**src/rtl/sr_drive_ctrl_pkg.sv**
```systemverilog
// rtl/sr_drive_ctrl_pkg.sv - shared types and the SR excitation rule
package sr_drive_pkg;

    typedef enum logic [2:0] {
        IDLE,
        DRIVE,
        CHECK,
        RESP_OK,
        RESP_ERR
    } state_t;

    typedef enum logic [1:0] {
        EX_HOLD  = 2'b00,
        EX_RESET = 2'b01,
        EX_SET   = 2'b10
    } excite_t;

    // Never yields 2'b11, so s=r=1 cannot reach the bank from this rule.
    function automatic excite_t to_excite(input logic tgt, input logic q, input logic msk);
        if (!msk || (tgt == q)) begin
            return EX_HOLD;
        end else if (tgt) begin
            return EX_SET;
        end else begin
            return EX_RESET;
        end
    endfunction

endpackage

```
**src/rtl/sr_drive_ctrl_if.sv**
```systemverilog
// rtl/sr_drive_ctrl_if.sv - command handshake and SR bank drive/feedback bundle
interface sr_drive_ctrl_if #(
    parameter int WIDTH = 8
);
    logic             cmd_valid;
    logic             cmd_ready;
    logic [WIDTH-1:0] cmd_data;
    logic [WIDTH-1:0] cmd_mask;
    logic [WIDTH-1:0] s;
    logic [WIDTH-1:0] r;
    logic [WIDTH-1:0] q_fb;
    logic             done;
    logic             err;

    modport master (
        output cmd_valid, cmd_data, cmd_mask, q_fb,
        input  cmd_ready, s, r, done, err
    );

    modport slave (
        input  cmd_valid, cmd_data, cmd_mask, q_fb,
        output cmd_ready, s, r, done, err
    );
endinterface

```
**src/rtl/sr_drive_ctrl_excite.sv**
```systemverilog
// rtl/sr_drive_ctrl_excite.sv - per-lane combinational map of tgt/q/msk to s/r
module sr_excite
    import sr_drive_pkg::*;
#(
    parameter int WIDTH = 8
) (
    input  logic [WIDTH-1:0] i_tgt,
    input  logic [WIDTH-1:0] i_q,
    input  logic [WIDTH-1:0] i_msk,
    output logic [WIDTH-1:0] o_s,
    output logic [WIDTH-1:0] o_r
);

    for (genvar i = 0; i < WIDTH; i++) begin : g_lane
        excite_t w_ex;
        assign w_ex   = to_excite(i_tgt[i], i_q[i], i_msk[i]);
        assign o_s[i] = w_ex[1];
        assign o_r[i] = w_ex[0];
    end

endmodule

```
**src/rtl/sr_drive_ctrl.sv**
```systemverilog
// rtl/sr_drive_ctrl.sv - command-driven SR bank excitation controller with match check and timeout
module sr_drive_ctrl
    import sr_drive_pkg::*;
#(
    parameter int WIDTH   = 8,
    parameter int TIMEOUT = 4
) (
    input  logic           clk,
    input  logic           rst_n,
    sr_drive_ctrl_if.slave bus
);

    localparam int             CW     = $clog2(TIMEOUT + 1);
    localparam logic [CW-1:0]  TO_MAX = CW'(TIMEOUT);

    state_t           r_state;
    state_t           w_next;
    logic [WIDTH-1:0] r_tgt;
    logic [WIDTH-1:0] r_msk;
    logic [WIDTH-1:0] r_s;
    logic [WIDTH-1:0] r_r;
    logic [WIDTH-1:0] w_s;
    logic [WIDTH-1:0] w_r;
    logic [CW-1:0]    r_cnt;
    logic [CW-1:0]    w_cnt_next;
    logic             r_ready;
    logic             r_done;
    logic             r_err;
    logic             w_accept;
    logic             w_match;

    // Excitation is formed from q_fb as seen on the accept edge, then registered into DRIVE.
    sr_excite #(.WIDTH(WIDTH)) u_excite (
        .i_tgt (bus.cmd_data),
        .i_q   (bus.q_fb),
        .i_msk (bus.cmd_mask),
        .o_s   (w_s),
        .o_r   (w_r)
    );

    assign w_accept   = bus.cmd_valid && r_ready;
    assign w_match    = ((bus.q_fb ^ r_tgt) & r_msk) == '0;
    assign w_cnt_next = (r_cnt == TO_MAX) ? r_cnt : r_cnt + 1'b1;

    always_comb begin
        w_next = r_state;
        case (r_state)
            IDLE:     if (w_accept) w_next = DRIVE;
            DRIVE:    w_next = CHECK;
            CHECK: begin
                if (w_match) begin
                    w_next = RESP_OK;
                end else if (w_cnt_next == TO_MAX) begin
                    w_next = RESP_ERR;
                end
            end
            RESP_OK:  w_next = IDLE;
            RESP_ERR: w_next = IDLE;
            default:  w_next = IDLE;
        endcase
    end

    // Status outputs are registered copies of the next state so they line up with the state they flag.
    always_ff @(posedge clk or negedge rst_n) begin
        if (!rst_n) begin
            r_state <= IDLE;
            r_ready <= 1'b0;
            r_done  <= 1'b0;
            r_err   <= 1'b0;
            r_s     <= '0;
            r_r     <= '0;
            r_tgt   <= '0;
            r_msk   <= '0;
            r_cnt   <= '0;
        end else begin
            r_state <= w_next;
            r_ready <= (w_next == IDLE);
            r_done  <= (w_next == RESP_OK);
            r_err   <= (w_next == RESP_ERR);
            r_s     <= w_accept ? w_s : '0;
            r_r     <= w_accept ? w_r : '0;
            if (w_accept) begin
                r_tgt <= bus.cmd_data;
                r_msk <= bus.cmd_mask;
            end
            if (r_state == DRIVE) begin
                r_cnt <= '0;
            end else if ((r_state == CHECK) && !w_match) begin
                r_cnt <= w_cnt_next;
            end
        end
    end

    assign bus.cmd_ready = r_ready;
    assign bus.s         = r_s;
    assign bus.r         = r_r;
    assign bus.done      = r_done;
    assign bus.err       = r_err;

endmodule

```
**src/flat_wrapper.sv**
```systemverilog
// flat-port wrapper written by rule: the top's interface ports become plain ports
module sr_drive_ctrl_flat import sr_drive_pkg::*;
#(
    parameter int WIDTH   = 8,
    parameter int TIMEOUT = 4
)
  (clk, rst_n, bus_cmd_valid, bus_cmd_data, bus_cmd_mask, bus_q_fb, bus_cmd_ready, bus_s, bus_r, bus_done, bus_err);
  sr_drive_ctrl_if #(.WIDTH(WIDTH)) bus_i ();
  input  logic clk;
  input  logic rst_n;
  input wire logic [$bits(bus_i.cmd_valid)-1:0] bus_cmd_valid;
  input wire logic [$bits(bus_i.cmd_data)-1:0] bus_cmd_data;
  input wire logic [$bits(bus_i.cmd_mask)-1:0] bus_cmd_mask;
  input wire logic [$bits(bus_i.q_fb)-1:0] bus_q_fb;
  output wire logic [$bits(bus_i.cmd_ready)-1:0] bus_cmd_ready;
  output wire logic [$bits(bus_i.s)-1:0] bus_s;
  output wire logic [$bits(bus_i.r)-1:0] bus_r;
  output wire logic [$bits(bus_i.done)-1:0] bus_done;
  output wire logic [$bits(bus_i.err)-1:0] bus_err;
  assign bus_i.cmd_valid = bus_cmd_valid;
  assign bus_i.cmd_data = bus_cmd_data;
  assign bus_i.cmd_mask = bus_cmd_mask;
  assign bus_i.q_fb = bus_q_fb;
  assign bus_cmd_ready = bus_i.cmd_ready;
  assign bus_s = bus_i.s;
  assign bus_r = bus_i.r;
  assign bus_done = bus_i.done;
  assign bus_err = bus_i.err;
  sr_drive_ctrl #(.WIDTH(WIDTH), .TIMEOUT(TIMEOUT)) u_core (.clk(clk), .rst_n(rst_n), .bus(bus_i));
endmodule
```
**config.mk**
```make
export PLATFORM = sky130hd
export DESIGN_NAME = sr_drive_ctrl_flat
export DESIGN_NICKNAME = d
export VERILOG_FILES = /design/src/rtl/sr_drive_ctrl_pkg.sv /design/src/rtl/sr_drive_ctrl_if.sv /design/src/rtl/sr_drive_ctrl_excite.sv /design/src/rtl/sr_drive_ctrl.sv /design/src/flat_wrapper.sv
export SDC_FILE = /design/constraint.sdc
export NUM_CORES = 1
export LEC_CHECK = 0
export ABC_AREA = 1
export CAP_MARGIN = 20
export CELL_PAD_IN_SITES_DETAIL_PLACEMENT = 1
export CELL_PAD_IN_SITES_GLOBAL_PLACEMENT = 1
export CORE_MARGIN = 3
export CORE_UTILIZATION = 38
export CTS_CLUSTER_DIAMETER = 40
export CTS_CLUSTER_SIZE = 12
export DETAILED_ROUTE_END_ITERATION = 10
export GPL_ROUTABILITY_DRIVEN = 0
export PLACE_DENSITY_LB_ADDON = 0.12
export SYNTH_ARGS = -nofsm -noshare
export SYNTH_HDL_FRONTEND = slang
export SYNTH_HIERARCHICAL = 1
export SYNTH_SLANG_ARGS = --single-unit
```
**constraint.sdc**
```tcl
create_clock -name clk -period 3.55 [get_ports clk]
set_input_delay 0.355 -clock clk [delete_from_list [all_inputs] [get_ports clk]]
set_output_delay 0.355 -clock clk [all_outputs]
set_load 0.03 [all_outputs]
```
After elaboration in Yosys (flattened, before gate mapping). Index checks and enable logic that the tools add are counted.

Add/sub/neg operators: 1. Equality and inequality tests: 14. Mux-type cells: 25. Bitwise gates (word level): 2. Reductions and logical operators: 23.

Operator list (number): 2-bit two-way mux (16); 3-bit two-way mux (6); 8-bit two-way mux (2); 3-bit equality test (second input constant) (3); 1-bit logical NOT (9); 3-bit one-hot mux with 3 select lines (1); 8-bit bitwise AND (1); 1-bit equality test (8); 8-bit logical NOT (1); 1-bit logical OR (8); 8-bit bitwise XOR (1); 3-bit by 2-bit equality test with 1-bit output (second input constant) (2); 3-bit logical NOT (2); 3-bit by 1-bit adder with 3-bit output (second input constant) (1); 3-bit by 1-bit equality test with 1-bit output (second input constant) (1); 1-bit logical AND (2); 2-bit nonzero test (1).

Bits in registers: 41. Input bits: 27.

Longest topological paths before layout.
Depth after elaboration: 7. Depth in mapped cells: 11. Mapped depth without buffers: 11.

Hierarchy. The synthesis kept the hierarchy.

By module, submodules not included: sr_drive_ctrl (times used 1, cells each 209, area each 1760.4 µm²); sr_excite (times used 1, cells each 48, area each 200.2 µm²).

Worst setup path after synthesis. OpenSTA, ideal clock, no wires.

Kind: register to register. Start point: reg u_core.r_cnt[0]. End point: reg u_core.r_ready (netlist: u_core/bus.cmd_ready). Arrival time: 1312 ps. Data required time: 3487 ps. Path slack: 2175 ps. Cell stages (with the launch flop): 12. Buffers on the path: 0. Clock period less this slack: 1375 ps. Path through: dfrtp_1 -> inv_1 -> ha_1 -> nand2_1 -> nand2_1 -> nand2_2 -> nand3_4 -> a21oi_2 -> nand2_1 -> nand2_1 -> nand3_1 -> inv_1.

Word-level cells in the longest chain between the ends: 7.

RTL lines: from (decl) (RTL line sr_drive_ctrl.sv:24) `logic [CW-1:0] r_cnt;`; from (signal assigned) (RTL line sr_drive_ctrl.sv:89) `r_cnt <= w_cnt_next;`; 3-bit by 1-bit adder with 3-bit output or 3-bit equality test (tied branches) (RTL line sr_drive_ctrl.sv:43) `assign w_cnt_next = (r_cnt == TO_MAX) ? r_cnt : r_cnt + 1'b1;`; 3-bit two-way mux (*) (RTL line sr_drive_ctrl.sv:43); 3-bit equality test (*) (RTL line sr_drive_ctrl.sv:53) `end else if (w_cnt_next == TO_MAX) begin`; 3-bit two-way mux (*) (RTL line sr_drive_ctrl.sv:53); 3-bit two-way mux (*) (RTL line sr_drive_ctrl.sv:51) `if (w_match) begin`; 3-bit one-hot mux with 3 select lines (*) (RTL line sr_drive_ctrl.sv:47) `case (r_state)`; 3-bit logical NOT (*) (RTL line sr_drive_ctrl.sv:77) `r_ready <= (w_next == IDLE);`; to (signal assigned) (RTL line sr_drive_ctrl.sv:77); to (decl) (RTL line sr_drive_ctrl.sv:26) `logic r_ready;`.

Every way passes the cells marked *; elsewhere a longest branch is shown, timed or not. A chain may end at the register's enable or synchronous reset.

Worst setup path in the final report.
Start point: in bus_cmd_valid. End point: reg u_core.r_ready (netlist: u_core/bus.cmd_ready).

Word-level cells in the longest chain between the ends: 4.

RTL lines: from (decl) (RTL line flat_wrapper.sv:11) `input wire logic [$bits(bus_i.cmd_valid)-1:0] bus_cmd_valid;`; 1-bit logical AND (RTL line sr_drive_ctrl.sv:41) `assign w_accept = bus.cmd_valid && r_ready;`; 3-bit two-way mux (RTL line sr_drive_ctrl.sv:48) `IDLE: if (w_accept) w_next = DRIVE;`; 3-bit one-hot mux with 3 select lines (RTL line sr_drive_ctrl.sv:47); 3-bit logical NOT (RTL line sr_drive_ctrl.sv:77).

No other way between the ends.

==> results.rst <==
.. list-table::
   :header-rows: 1

   * - Metric
     - Value
   * - Status
     - completed
   * - Tightest Hold Check Type
     - input pin to async pin
   * - Total Die Area
     - 0.006058 mm²
   * - Vias in the first global route
     - 1709
   * - CTS Root Cell
     - sky130_fd_sc_hd__clkbuf_8
   * - Vias after detailed routing
     - 1662
   * - Met2 routing resource usage after global routing
     - 27.23%
   * - Setup CP Type
     - input pin to register
   * - Average vias per placed instance
     - 4.456
   * - Max clock buf depth
     - 2
   * - Maximum number of pins on one net before global-route repair
     - 42
   * - Starting density of the core
     - 40.44%
   * - Final worst path period share
     - 50.70%
   * - Worst rel slew slack
     - 38.57%
   * - Unrepaired setup endpoints after global routing
     - no
   * - HPWL after detailed placement
     - 3097 µm
   * - Diode count
     - 0
   * - Synth Register Bits
     - 41
   * - Synthesis warning total
     - 6
   * - Number of detailed-routing iterations run before antenna repair
     - 4
   * - Share of Yosys cell area claimed by the top area cell type
     - 52.33%
   * - TritonCTS Sinks
     - 41
   * - Setup TNS
     - 0 ns
   * - Crit path cell chain
     - clkdlybuf4s50_1 > nand2_1 > buf_4 > inv_1 > o21ai_0 > inv_1 > nand2_1 > nand3_1 > inv_1
   * - Post-Syn Area per Cell
     - 7.629 µm²
   * - Worst hold slack
     - 0.1971 ns
   * - Final layout net count
     - 334
   * - Layout cell share with drive strength beyond 1
     - 6.536%
   * - Number of routed nets with antenna violations
     - 0
   * - Global-route wire length before repair
     - 7576 µm
   * - Synthesized cell area
     - 0.001961 mm²
   * - Io pins
     - 46
   * - M1 GR Usage
     - 18.77%
   * - Fillers
     - 612
   * - Routed Wire Length
     - 4273 µm
   * - Peak per-stage delay on the critical path
     - 0.47 ns
   * - Slowest library cell on the worst path
     - sky130_fd_sc_hd__inv_1
   * - PD cells
     - 629.8 mW/mm²
   * - Vert. Die Dim
     - 77.83 µm
   * - H-tree level count
     - 2
   * - Initial antenna violation count
     - 0
   * - Kind of start point of the critical path
     - input pin
   * - DRC violation total after the first TritonRoute iteration
     - 54
   * - Setup repair bufs after CTS
     - 0
   * - Number of pins exceeding their max-slew limit in the final report
     - 0
   * - Overall Global Routing Usage
     - 15.71%
   * - Crit path arrival time
     - 1.99 ns
   * - Number of buffers added by the clock tree synthesis step
     - 5
   * - Post-synthesis net count
     - 286
   * - Area of the placeable core
     - 0.004848 mm²
   * - Grt ovf
     - 0
   * - Shortest period the worst path allows
     - 1.800 ns
   * - Static Leak
     - 1.424 nW
   * - Area growth, synth to finish
     - 31.46%
   * - Buffers added on ports
     - 45
   * - Count of placed standard cells in the final layout, fillers left out
     - 373
   * - # resized after CTS
     - 0
   * - Most used cells in the layout excluding fill and tap cells
     - 67 x sky130_fd_sc_hd__inv_1, 67 x sky130_fd_sc_hd__nand2_1, 44 x sky130_fd_sc_hd__clkdlybuf4s50_1
   * - Worst-path fanout max
     - 29
   * - Clock-pin slew on the worst setup and hold paths
     - 0.08 ns
   * - Fraction of the yosys area taken by sequential cells
     - 52.33%
   * - Post-Route Skew
     - 0.006108 ns
   * - Biggest area consumer among synthesized cells
     - sky130_fd_sc_hd__dfrtp_1
   * - Average wire per cell in the routed design
     - 11.46 µm
   * - Buffers plus inverters on the worst setup path
     - 5
   * - Critical path capture point type
     - register
   * - Most used routing layer
     - met2
   * - VDD IR max
     - 0.2455 mV
   * - Required time of the critical path
     - 3.74 ns
   * - Number of hold buffers added after cts
     - 0
   * - CP delay by family, top
     - buffers and inverters
   * - CTS tree
     - yes
   * - Met3 GRT Util
     - 3.364%
   * - Clk Latency, worst-skew pair
     - 0.29 ns
   * - # rows
     - 25
   * - Maxcap violations
     - 0
   * - Final setup vio count
     - 0
   * - Biggest area contributors in the synthesized netlist
     - sky130_fd_sc_hd__dfrtp_1 52%, sky130_fd_sc_hd__inv_1 13%, sky130_fd_sc_hd__nand2_1 13%, sky130_fd_sc_hd__nand3_1 7.7%, sky130_fd_sc_hd__nor2_1 3.6%
   * - Achievable frequency
     - 555.6 MHz
   * - Distinct cell type count of the synthesized netlist
     - 21
   * - Die extent in x
     - 77.83 µm
   * - Synthesized instance count
     - 257
   * - Final Hold Viols
     - 0
   * - Most frequent CP cell
     - sky130_fd_sc_hd__inv_1
   * - Post-route DRC
     - 0
   * - Worst-Margin Slew
     - 0.9214 ns
   * - Post-Place Cells
     - 365
report_power, final:
part / leakage [nW] / internal [mW] / total (mW) / switching (mW)
clock network: 0.0542 / 0.176 / 0.335 / 0.159
registers: 0.537 / 0.600 / 0.682 / 0.0826
logic: 0.833 / 0.226 / 0.606 / 0.380
sequential cells by signal, summed over array words and instances (netlist names):
signal                flops
u_core/bus.cmd_ready      1
u_core/bus.done           1
u_core/bus.err            1
u_core/bus.r              8
u_core/bus.s              8
u_core/r_cnt              3
u_core/r_msk              8
u_core/r_state            3
u_core/r_tgt              8
cell families (layout without fill, tap and decap cells):
family,after synthesis,count (layout),synth area share (%)
simple gates,130,130,29.29
buf+inv,73,122,14.10
flops,41,41,52.33
compound gates,11,11,2.999
fa+ha+maj,2,2,1.276
synthesized netlist by cell type:
master	number
sky130_fd_sc_hd__inv_1	67
sky130_fd_sc_hd__nand2_1	67
sky130_fd_sc_hd__dfrtp_1	41
sky130_fd_sc_hd__nand3_1	30
sky130_fd_sc_hd__nor2_1	19
sky130_fd_sc_hd__o21ai_0	5
sky130_fd_sc_hd__nand2_2	4
sky130_fd_sc_hd__o21ai_1	4
sky130_fd_sc_hd__or2_1	3
sky130_fd_sc_hd__buf_2	2
sky130_fd_sc_hd__clkbuf_1	2
sky130_fd_sc_hd__ha_1	2
sky130_fd_sc_hd__nor2_2	2
sky130_fd_sc_hd__nor3_1	2
sky130_fd_sc_hd__a21oi_1	1
sky130_fd_sc_hd__a21oi_2	1
sky130_fd_sc_hd__buf_1	1
sky130_fd_sc_hd__inv_2	1
sky130_fd_sc_hd__nand3_2	1
sky130_fd_sc_hd__nand3_4	1
sky130_fd_sc_hd__nand3b_1	1
cell type report:
type	count	area, µm²	share of cell area, %
clock inverters	1	5.005	0.1942
well taps	67	83.83	3.252
multi-input cells	143	658.1	25.53
inverters	68	255.2	9.903
repair buffers	46	452.9	17.57
flip-flops and latches	41	1026	39.81
clock buffers	7	96.34	3.738
stage by stage:
stage / power [mW] / cell area, µm² / util, % / worst slack (ns)
floorplan: 1.108 / 1961 / - / 2.175
global placement: 1.274 / 2476 / 51.07 / 1.455
detailed placement: 1.301 / 2476 / 51.07 / 1.418
CTS: 1.650 / 2577 / 53.16 / 1.716
global route: 1.775 / 2577 / 53.16 / 1.587
finish: 1.623 / 2577 / 53.16 / 1.750
per-layer routing:
metal,vias to the layer above,wire [µm]
met5,-,0
met4,0,74
met3,7,175
met2,31,2133
met1,779,1890
li1,845,-
final timing paths:
check,cells past startpoint,startpoint,endpoint,slack [ns]
max,9,bus_cmd_valid,u_core/bus.cmd_ready$_DFF_PN0_,1.75
min,1,rst_n,u_core/r_tgt[7]$_DFFE_PN0P_,0.20
max reg2reg,8,u_core/bus.cmd_ready$_DFF_PN0_,u_core/bus.cmd_ready$_DFF_PN0_,1.85
min reg2reg,2,u_core/r_msk[7]$_DFFE_PN0P_,u_core/r_msk[7]$_DFFE_PN0P_,0.48
max in group asynchronous,1,rst_n,u_core/r_state[1]$_DFF_PN0_,2.79
min in group clk,2,u_core/r_msk[7]$_DFFE_PN0P_,u_core/r_msk[7]$_DFFE_PN0P_,0.48
worst reg2reg max path: stages, from the launching register on:
cell and delay (ns):
sky130_fd_sc_hd__dfrtp_1 0.38, sky130_fd_sc_hd__nand2_1 0.06, sky130_fd_sc_hd__buf_4 0.30, sky130_fd_sc_hd__inv_1 0.37
sky130_fd_sc_hd__o21ai_0 0.25, sky130_fd_sc_hd__inv_1 0.06, sky130_fd_sc_hd__nand2_1 0.09, sky130_fd_sc_hd__nand3_1 0.08
sky130_fd_sc_hd__inv_1 0.06
(Power assumes the default switching activity.)
